--- src/rtl/secded_mem_engine.sv ---
// Memory-side Hamming SECDED coprocessor: walks N_MSG 16-bit words in byte memory,
// encoding 11-bit messages or decoding/correcting codewords, with SEC/DED counters.
module secded_mem_engine #(
    parameter int AW    = 8,
    parameter int N_MSG = 15,
    parameter int CW    = 8
) (
    input  logic          clk,
    input  logic          reset,
    input  logic          req,
    input  logic          mode,
    input  logic [AW-1:0] base_in,
    input  logic [AW-1:0] base_out,
    output logic          ack,
    output logic          busy,
    output logic [AW-1:0] mem_addr,
    output logic          mem_wr_en,
    output logic [7:0]    mem_wr_data,
    input  logic [7:0]    mem_rd_data,
    output logic [CW-1:0] sec_cnt,
    output logic [CW-1:0] ded_cnt
);

    // Handshake: req is accepted only when not busy (IDLE/DONE); acceptance latches mode and
    // bases, clears ack and counters, and busy stays high until ack rises on DONE entry.
    typedef enum logic [2:0] {
        S_IDLE, S_RD_LO, S_RD_HI, S_CAP, S_WR_LO, S_WR_HI, S_DONE
    } state_t;

    localparam logic [AW-1:0] LAST_IDX = AW'(N_MSG - 1);
    localparam logic [CW-1:0] CNT_MAX  = '1;

    state_t        state_q, state_d;
    logic          go_q, go_d;
    logic          mode_q, mode_d;
    logic [AW-1:0] base_in_q, base_in_d;
    logic [AW-1:0] base_out_q, base_out_d;
    logic [AW-1:0] idx_q, idx_d;
    logic [7:0]    lo_q, lo_d;
    logic [15:0]   res_q, res_d;
    logic [CW-1:0] sec_cnt_q, sec_cnt_d;
    logic [CW-1:0] ded_cnt_q, ded_cnt_d;

    logic [10:0]   d_enc;
    logic [15:0]   enc_body, enc_hp, enc_word;
    logic          p1, p2, p4, p8;
    logic [15:0]   src_word, fixed_word, dec_word;
    logic [3:0]    syn;
    logic          par;
    logic [1:0]    status;
    logic [AW-1:0] in_addr, out_addr;

    // Masks 0xAAAA/0xCCCC/0xF0F0/0xFF00 select positions whose index has bit 0/1/2/3 set.
    always_comb begin
        d_enc    = {mem_rd_data[2:0], lo_q};
        enc_body = {d_enc[10:4], 1'b0, d_enc[3:1], 1'b0, d_enc[0], 3'b000};
        p1       = ^(enc_body & 16'hAAAA);
        p2       = ^(enc_body & 16'hCCCC);
        p4       = ^(enc_body & 16'hF0F0);
        p8       = ^(enc_body & 16'hFF00);
        enc_hp   = enc_body | {7'b0, p8, 3'b0, p4, 1'b0, p2, p1, 1'b0};
        enc_word = {enc_hp[15:1], ^enc_hp[15:1]};

        src_word   = {mem_rd_data, lo_q};
        syn        = {^(src_word & 16'hFF00), ^(src_word & 16'hF0F0),
                      ^(src_word & 16'hCCCC), ^(src_word & 16'hAAAA)};
        par        = ^src_word;
        fixed_word = src_word ^ (par ? (16'd1 << syn) : 16'd0);
        status     = par ? 2'b01 : ((syn != 4'd0) ? 2'b10 : 2'b00);
        dec_word   = {status, 3'b000, fixed_word[15:9], fixed_word[7:5], fixed_word[3]};
    end

    assign in_addr  = base_in_q + {idx_q[AW-2:0], 1'b0};
    assign out_addr = base_out_q + {idx_q[AW-2:0], 1'b0};

    always_comb begin
        state_d     = state_q;
        go_d        = go_q;
        mode_d      = mode_q;
        base_in_d   = base_in_q;
        base_out_d  = base_out_q;
        idx_d       = idx_q;
        lo_d        = lo_q;
        res_d       = res_q;
        sec_cnt_d   = sec_cnt_q;
        ded_cnt_d   = ded_cnt_q;
        mem_addr    = '0;
        mem_wr_en   = 1'b0;
        mem_wr_data = 8'h00;
        case (state_q)
            S_IDLE, S_DONE: begin
                if (go_q) begin
                    go_d    = 1'b0;
                    idx_d   = '0;
                    state_d = S_RD_LO;
                end else if (req) begin
                    // One setup cycle in IDLE before the first read gives the 1 + 5*N latency.
                    go_d       = 1'b1;
                    mode_d     = mode;
                    base_in_d  = base_in;
                    base_out_d = base_out;
                    sec_cnt_d  = '0;
                    ded_cnt_d  = '0;
                    state_d    = S_IDLE;
                end
            end
            S_RD_LO: begin
                mem_addr = in_addr;
                state_d  = S_RD_HI;
            end
            S_RD_HI: begin
                mem_addr = in_addr + AW'(1);
                lo_d     = mem_rd_data;
                state_d  = S_CAP;
            end
            S_CAP: begin
                res_d = mode_q ? dec_word : enc_word;
                if (mode_q && status == 2'b01 && sec_cnt_q != CNT_MAX) begin
                    sec_cnt_d = sec_cnt_q + CW'(1);
                end
                if (mode_q && status == 2'b10 && ded_cnt_q != CNT_MAX) begin
                    ded_cnt_d = ded_cnt_q + CW'(1);
                end
                state_d = S_WR_LO;
            end
            S_WR_LO: begin
                mem_addr    = out_addr;
                mem_wr_en   = 1'b1;
                mem_wr_data = res_q[7:0];
                state_d     = S_WR_HI;
            end
            S_WR_HI: begin
                mem_addr    = out_addr + AW'(1);
                mem_wr_en   = 1'b1;
                mem_wr_data = res_q[15:8];
                if (idx_q == LAST_IDX) begin
                    state_d = S_DONE;
                end else begin
                    idx_d   = idx_q + AW'(1);
                    state_d = S_RD_LO;
                end
            end
            default: state_d = S_IDLE;
        endcase
    end

    always_ff @(posedge clk) begin
        if (reset) begin
            state_q    <= S_IDLE;
            go_q       <= 1'b0;
            mode_q     <= 1'b0;
            base_in_q  <= '0;
            base_out_q <= '0;
            idx_q      <= '0;
            lo_q       <= 8'h00;
            res_q      <= 16'h0000;
            sec_cnt_q  <= '0;
            ded_cnt_q  <= '0;
        end else begin
            state_q    <= state_d;
            go_q       <= go_d;
            mode_q     <= mode_d;
            base_in_q  <= base_in_d;
            base_out_q <= base_out_d;
            idx_q      <= idx_d;
            lo_q       <= lo_d;
            res_q      <= res_d;
            sec_cnt_q  <= sec_cnt_d;
            ded_cnt_q  <= ded_cnt_d;
        end
    end

    assign ack     = (state_q == S_DONE);
    assign busy    = go_q || (state_q != S_IDLE && state_q != S_DONE);
    assign sec_cnt = sec_cnt_q;
    assign ded_cnt = ded_cnt_q;

endmodule

--- config.mk ---
export PLATFORM = sky130hd
export DESIGN_NAME = secded_mem_engine
export DESIGN_NICKNAME = d
export VERILOG_FILES = /design/src/rtl/secded_mem_engine.sv
export SDC_FILE = /design/constraint.sdc
export NUM_CORES = 1
export LEC_CHECK = 0
export CAP_MARGIN = 20
export CORE_ASPECT_RATIO = 1.1
export CORE_UTILIZATION = 45
export DETAILED_ROUTE_END_ITERATION = 6
export PLACE_DENSITY = 0.8
export SYNTH_ARGS = -nofsm -noshare
export SYNTH_HDL_FRONTEND = slang
export SYNTH_SLANG_ARGS = --single-unit
--- constraint.sdc ---
create_clock -name clk -period 2.65 [get_ports clk]
set_input_delay 0.53 -clock clk [delete_from_list [all_inputs] [get_ports clk]]
set_output_delay 0.53 -clock clk [all_outputs]
set_load 0.03 [all_outputs]
=== Word-level counts from Yosys, hierarchy flattened ===
Index checks and enable logic that the tools add are counted.

* Output and inout bits: 35
* ROM bits: 0
* Input bits: 28
* Bits in latches: 0
* Memories: 0
* Register bits after elaboration: 69
* RAM bits: 0

* $lt $le $gt $ge: 0
* Add/subtract/negate cells: 7
* Bitwise operators: 3
* Equal/unequal tests: 19
* Mux-type cells: 22
* Div/mod/pow operators: 0
* Shifts and indexed selects: 1
* Reduce and logical (&&, ||, !) cells: 27
* Multipliers: 0

{| class="wikitable"
|+ Operators by type and width
! kind !! count
|-
| 16-bit parity || 9
|-
| 8-bit one-hot mux with 2 select lines || 4
|-
| 8-bit 2-to-1 mux || 6
|-
| 8-bit by 1-bit adder with 8-bit output (second input constant) || 5
|-
| 16-bit 2-to-1 mux || 2
|-
| 8-bit one-hot mux with 4 select lines || 1
|-
| 3-bit one-hot mux with 6 select lines || 1
|-
| 8-bit adder || 2
|-
| 8-bit != test (second input constant) || 2
|-
| 16-bit by 9-bit bitwise OR with 16-bit output || 1
|-
| 1-bit by 4-bit left shift with 16-bit output (first input constant) || 1
|-
| 16-bit bitwise XOR || 1
|-
| 15-bit parity || 1
|-
| 2-bit != test (second input constant) || 6
|-
| 3-bit == test (second input constant) || 3
|-
| 3-bit 2-to-1 mux || 3
|-
| 8-bit by 4-bit == test with 1-bit output (second input constant) || 1
|-
| 4-bit AND reduction || 2
|-
| 3-bit by 2-bit == test with 1-bit output (second input constant) || 2
|-
| 3-bit != test (second input constant) || 2
|-
| 3-bit AND reduction || 2
|-
| 1-bit logical AND || 5
|-
| 2-bit 2-to-1 mux || 2
|-
| 2-bit nonzero test || 2
|-
| 10 further kinds || 13
|}

=== Longest topological paths before layout ===
* Depth after elaboration: 9
* Depth in mapped cells: 11

=== Worst setup path after synthesis ===
Ideal clock, no wire load.

* Kind: flip-flop to output port
* From: register idx_q[1]
* To: output mem_addr[5]
* Setup slack: -0.518 ns
* Buffers on the path: 0
* Required time: 2.120 ns
* Arrival time: 2.638 ns
* Stages on the path, launching flop included: 9
* Path through: dfxtp_1 > ha_1 > a211oi_1 > nor2_1 > nor4_1 > o21ai_0 > o2bb2ai_1 > a21oi_1 > o22ai_1

* Cells in the longest elaborated chain, start to end: 3
* Elaborated cells on any way between the ends: 5
* Those cells by class: add/sub: 4; mux: 1

{| class="wikitable"
|+ Ends and longest elaborated chain
! what !! RTL line !! text
|-
| from (decl) || 38 || <nowiki>logic [AW-1:0] idx_q, idx_d;</nowiki>
|-
| from (signal assigned) || 165 || <nowiki>idx_q <= idx_d;</nowiki>
|-
| 8-bit adder, on equally long branches || 74, 73 ||
|-
| 8-bit by 1-bit adder with 8-bit output, on equally long branches || 133, 112 ||
|-
| 8-bit one-hot mux with 4 select lines (*) || 90 || <nowiki>case (state_q)</nowiki>
|-
| to (decl) || 16 || <nowiki>output logic [AW-1:0] mem_addr,</nowiki>
|}

Every way passes the cells marked *; elsewhere a longest branch is shown, timed or not.

=== Worst setup path in the final report ===
* From: register base_out_q[1]
* To: output mem_addr[7]

* Cells in the longest elaborated chain, start to end: 3

{| class="wikitable"
|+ Ends and longest elaborated chain
! what !! RTL line !! text
|-
| from (decl) || 37 || <nowiki>logic [AW-1:0] base_out_q, base_out_d;</nowiki>
|-
| from (signal assigned) || 164 || <nowiki>base_out_q <= base_out_d;</nowiki>
|-
| 8-bit adder (*) || 74 || <nowiki>assign out_addr = base_out_q + {idx_q[AW-2:0], 1'b0};</nowiki>
|-
| 8-bit by 1-bit adder with 8-bit output || 133 || <nowiki>mem_addr = out_addr + AW'(1);</nowiki>
|-
| 8-bit one-hot mux with 4 select lines (*) || 90 ||
|}

Marks and branches as above.

==> impl_metrics.yaml <==
floorplanning:
  core-area_sq_um: 10600
  die-area_sq_um: 11500
  die_w_microns: 102
  die_h_microns: 112
  fp-row-count: 39
  io_pins: 63
  start_util: 0.471
synthesis:
  syn_avg_cell_area_sq_um: 8.08
  async_flop_share: 0
  ys_seq_area_frac: 0.277
  synth_ff_type: "dfxtp_1"
  synth-seq-cells: 69
  yosys_warnings: 0
  ys_types: 69
  synth_edf_count: 0
  syn_area_sq_um: 4980
  synth_fp_nets: 665
  syn_inst: 617
detailed_routing:
  drt_iter0_markers: 222
  dr_total_vias: 5238
  wl_per_cell_microns: 17.2
  firstDrtPassIters: 7
  drc: 0
  vias_per_cell: 5.76
  drtAntennaViolNets: 0
  wl_mm: 15.6
setup_path:
  endpoint: "mem_addr[7]"
  arrival_ns: 2.85
  worst-path-buf-inv: 2
  worstReg2RegStart: "lo_q[1]"
  critPathMaxFanout: 4
  critPathTopFamily: "compound AO/OA/AOI/OAI gates"
  cp_slowest_stage_delay_ns: 0.44
  rr_worst_depth: 8
  cp_cell_sequence: "ha_4 > fa_2 > a21o_1 > a211oi_4 > nor3_2 > o221ai_2 > buf_4 > nor3_2 > o2bb2ai_2 > o2bb2ai_4 > buf_6"
  cpMostUsedCell: "nor3_2"
  path_depth: 11
  slowest_stage: "fa_2"
  startpoint_type: "register"
  required_ns: 2.12
  crit_type: "register to output port"
  rrSetupSlack_ns: 0.15
  startpoint: "base_out_q[1]"
  r2r_end: "ded_cnt[2]"
  crit_path_end_kind: "output port"
finish:
  fin_area_sq_um: 7190
  multi_input_area_sq_um: 3850
  fillerInstances: 795
  nets: 809
  antenna-diode-count: 0
  drive_gt1_frac: 0.289
  postLayoutCoreUtil: 0.679
  syn2layout_area_growth_pct: 44.2
  regArea_sq_um: 1390
timing:
  maxSlewViolCount: 0
  min_period_over_period: 1.27
  setup_viol: 6
  relSlewSlack: 0.584
  layout_setup_ws_ns: -0.725
  timing.final.hold_violations: 0
  worst_pin_slew_ns: 0.619
  timing.fmax_mhz: 296
  finClkSkew_ns: 0.00658
  finalCriticalPeriod_ns: 3.38
  rsz0062_at_grt: "yes"
place:
  port_buffers: 62
  pre_cts_slack_ns: -0.476
  place_congestion: 0.950
  dp_hpwl_mm: 11.4
  place_area_sq_um: 6530
outcome:
  status: "complete, but fails checks"
  violations: "setup timing"
clock_network:
  cts.sinks: 69
  cts_tree: "done"
  path_clk_slew_ns: 0.06
  postCtsHoldBufs: 0
  cts-htree-levels: 3
  cts_buffer_depth: 2
  numCtsBuffers: 9
  cts-root-buf: "clkbuf_16"
  clock_latency_ns: 0.34
global_route:
  grt_usage: 0.276
  grt_start_max_net_pins: 33
  antenna_found_initial: 0
  grt_overflow: 0
  grt_pass1_wl_mm: 24.5
  first_global_vias: 5194
pwr:
  vdd_drop_max_mv: 0.271
  p_leak_nw: 2.77
  total_power_mw: 3.32
  powerDensity_nw_per_um2: 462
job:
  maxCapViolations: 0
min_path:
  hold_class: "register to register"
## worst min-delay path by stage
stage	startpoint	to	depth (start not counted)
2_1_floorplan	res_q[1]	res_q[1]	2
3_3_place_gp	res_q[12]	res_q[12]	2
3_5_place_dp	res_q[13]	res_q[13]	2
4_1_cts	res_q[1]	res_q[1]	2
5_1_grt	res_q[13]	res_q[13]	2
6_report	res_q[12]	res_q[12]	2
## cells in the mapped netlist (4+ instances only)
library cell  number  area [sq um]
xor2_1            23           201
o21ai_0           13          65.1
buf_2              4          20.0
mux2i_1           13           130
o22ai_1            7          43.8
a21oi_1           59           295
nand3b_1           4          30.0
a21o_1             7          52.6
nand4_1            7          43.8
xnor2_2            5          81.3
nor3b_1            8          60.1
dfxtp_1           69          1380
nor3_1            11          55.1
nor4b_1            4          35.0
or3_1              7          43.8
nand2b_1           4          25.0
o2bb2ai_1          4          35.0
nand2_1           87           327
ha_1              18           225
nor4_1            13          81.3
and3_1             4          25.0
o211ai_1          12          90.1
nand3_1           18          90.1
xnor2_1           45           394
nor2_1            60           225
xor2_2             4          65.1
a211oi_1          10          75.1
inv_1              9          33.8
clkbuf_1          22          82.6
## per-stage QoR
step | TNS [ns] | hold WS [ns] | instances
after floorplan | -0.353 | 0.431 | 617
after CTS | -2.79 | 0.454 | 908
after global routing | -3.61 | 0.476 | 909
after detailed placement | -8.02 | 0.446 | 890
final | -3.07 | 0.451 | 909
after global placement | -6.24 | 0.439 | 890
## layout by cell type (no fill, tap or decap), drive strengths merged, types with 7 or more instances in the layout
| master | instances |
|---|---|
| buf | 120 |
| nand2 | 87 |
| dfxtp | 69 |
| nor2 | 61 |
| a21oi | 59 |
| xnor2 | 52 |
| clkdlybuf4s50 | 38 |
| xor2 | 29 |
| nand3 | 18 |
| ha | 18 |
| nor4 | 15 |
| o21ai | 14 |
| mux2i | 13 |
| clkbuf | 13 |
| o211ai | 12 |
| nor3 | 11 |
| a211oi | 10 |
| inv | 9 |
| nor3b | 8 |
| a21o | 7 |
| nand4 | 7 |
| or3 | 7 |
| o22ai | 7 |
## sequential cells by signal, indices dropped and copies added, names as in the netlist
register    count
base_out_q      8
idx_q           8
ded_cnt         8
lo_q            8
res_q          16
sec_cnt         8
mode_q          1
go_q            1
state_q         3
base_in_q       8
## cell type report
| class | count | area share |
|---|---|---|
| multi-input cells | 505 | 0.535 |
| clock inverters | 3 | 0.00957 |
| well taps | 143 | 0.0249 |
| repair buffers | 165 | 0.196 |
| flip-flops and latches | 69 | 0.193 |
| clock buffers | 13 | 0.0348 |
| inverters | 11 | 0.00609 |
## tightest hold or removal path, delay by kind of cell (launching register included)
kind | cells | cell delay (ns)
DFF | 1 | 0.30
AOI/OAI and AO/OA | 1 | 0.05
and+or+nand+nor | 1 | 0.05
## routing by layer
layer	vias to the layer above	part of all wire	track usage
li1	2486	-	-
met1	2492	0.39	0.297
met2	197	0.52	0.486
met3	63	0.045	0.0542
met4	0	0.045	0.175
met5	-	0	0
## repair_timing
| item | in CTS | in global routing |
|---|---|---|
| setup buffers | 2 | 1 |
| pin swaps | 8 | 8 |
| gates resized for setup | 33 | 31 |
| gates cloned | 0 | 0 |
| hold endpoints to repair | 0 | 0 |
| endpoints found under the setup margin | 13 | 29 |
## kinds of logic after synthesis
| logic type | synth area share |
|---|---|
| and+or+nand+nor | 0.231 |
| AOI/OAI and AO/OA | 0.198 |
| xor gates and xnor gates | 0.176 |
| DFF | 0.277 |
| buffers and inverters | 0.0357 |
| adders and majority gates | 0.0532 |
| muxes | 0.0284 |
## report_power, final
| part | total [mW] | internal [mW] | switching, mW |
|---|---|---|---|
| combinational | 0.936 | 0.436 | 0.500 |
| sequential | 1.09 | 1.06 | 0.0261 |
| clock | 1.30 | 0.852 | 0.443 |
| total | 3.32 | 2.35 | 0.969 |
(Power assumes the default switching activity.)
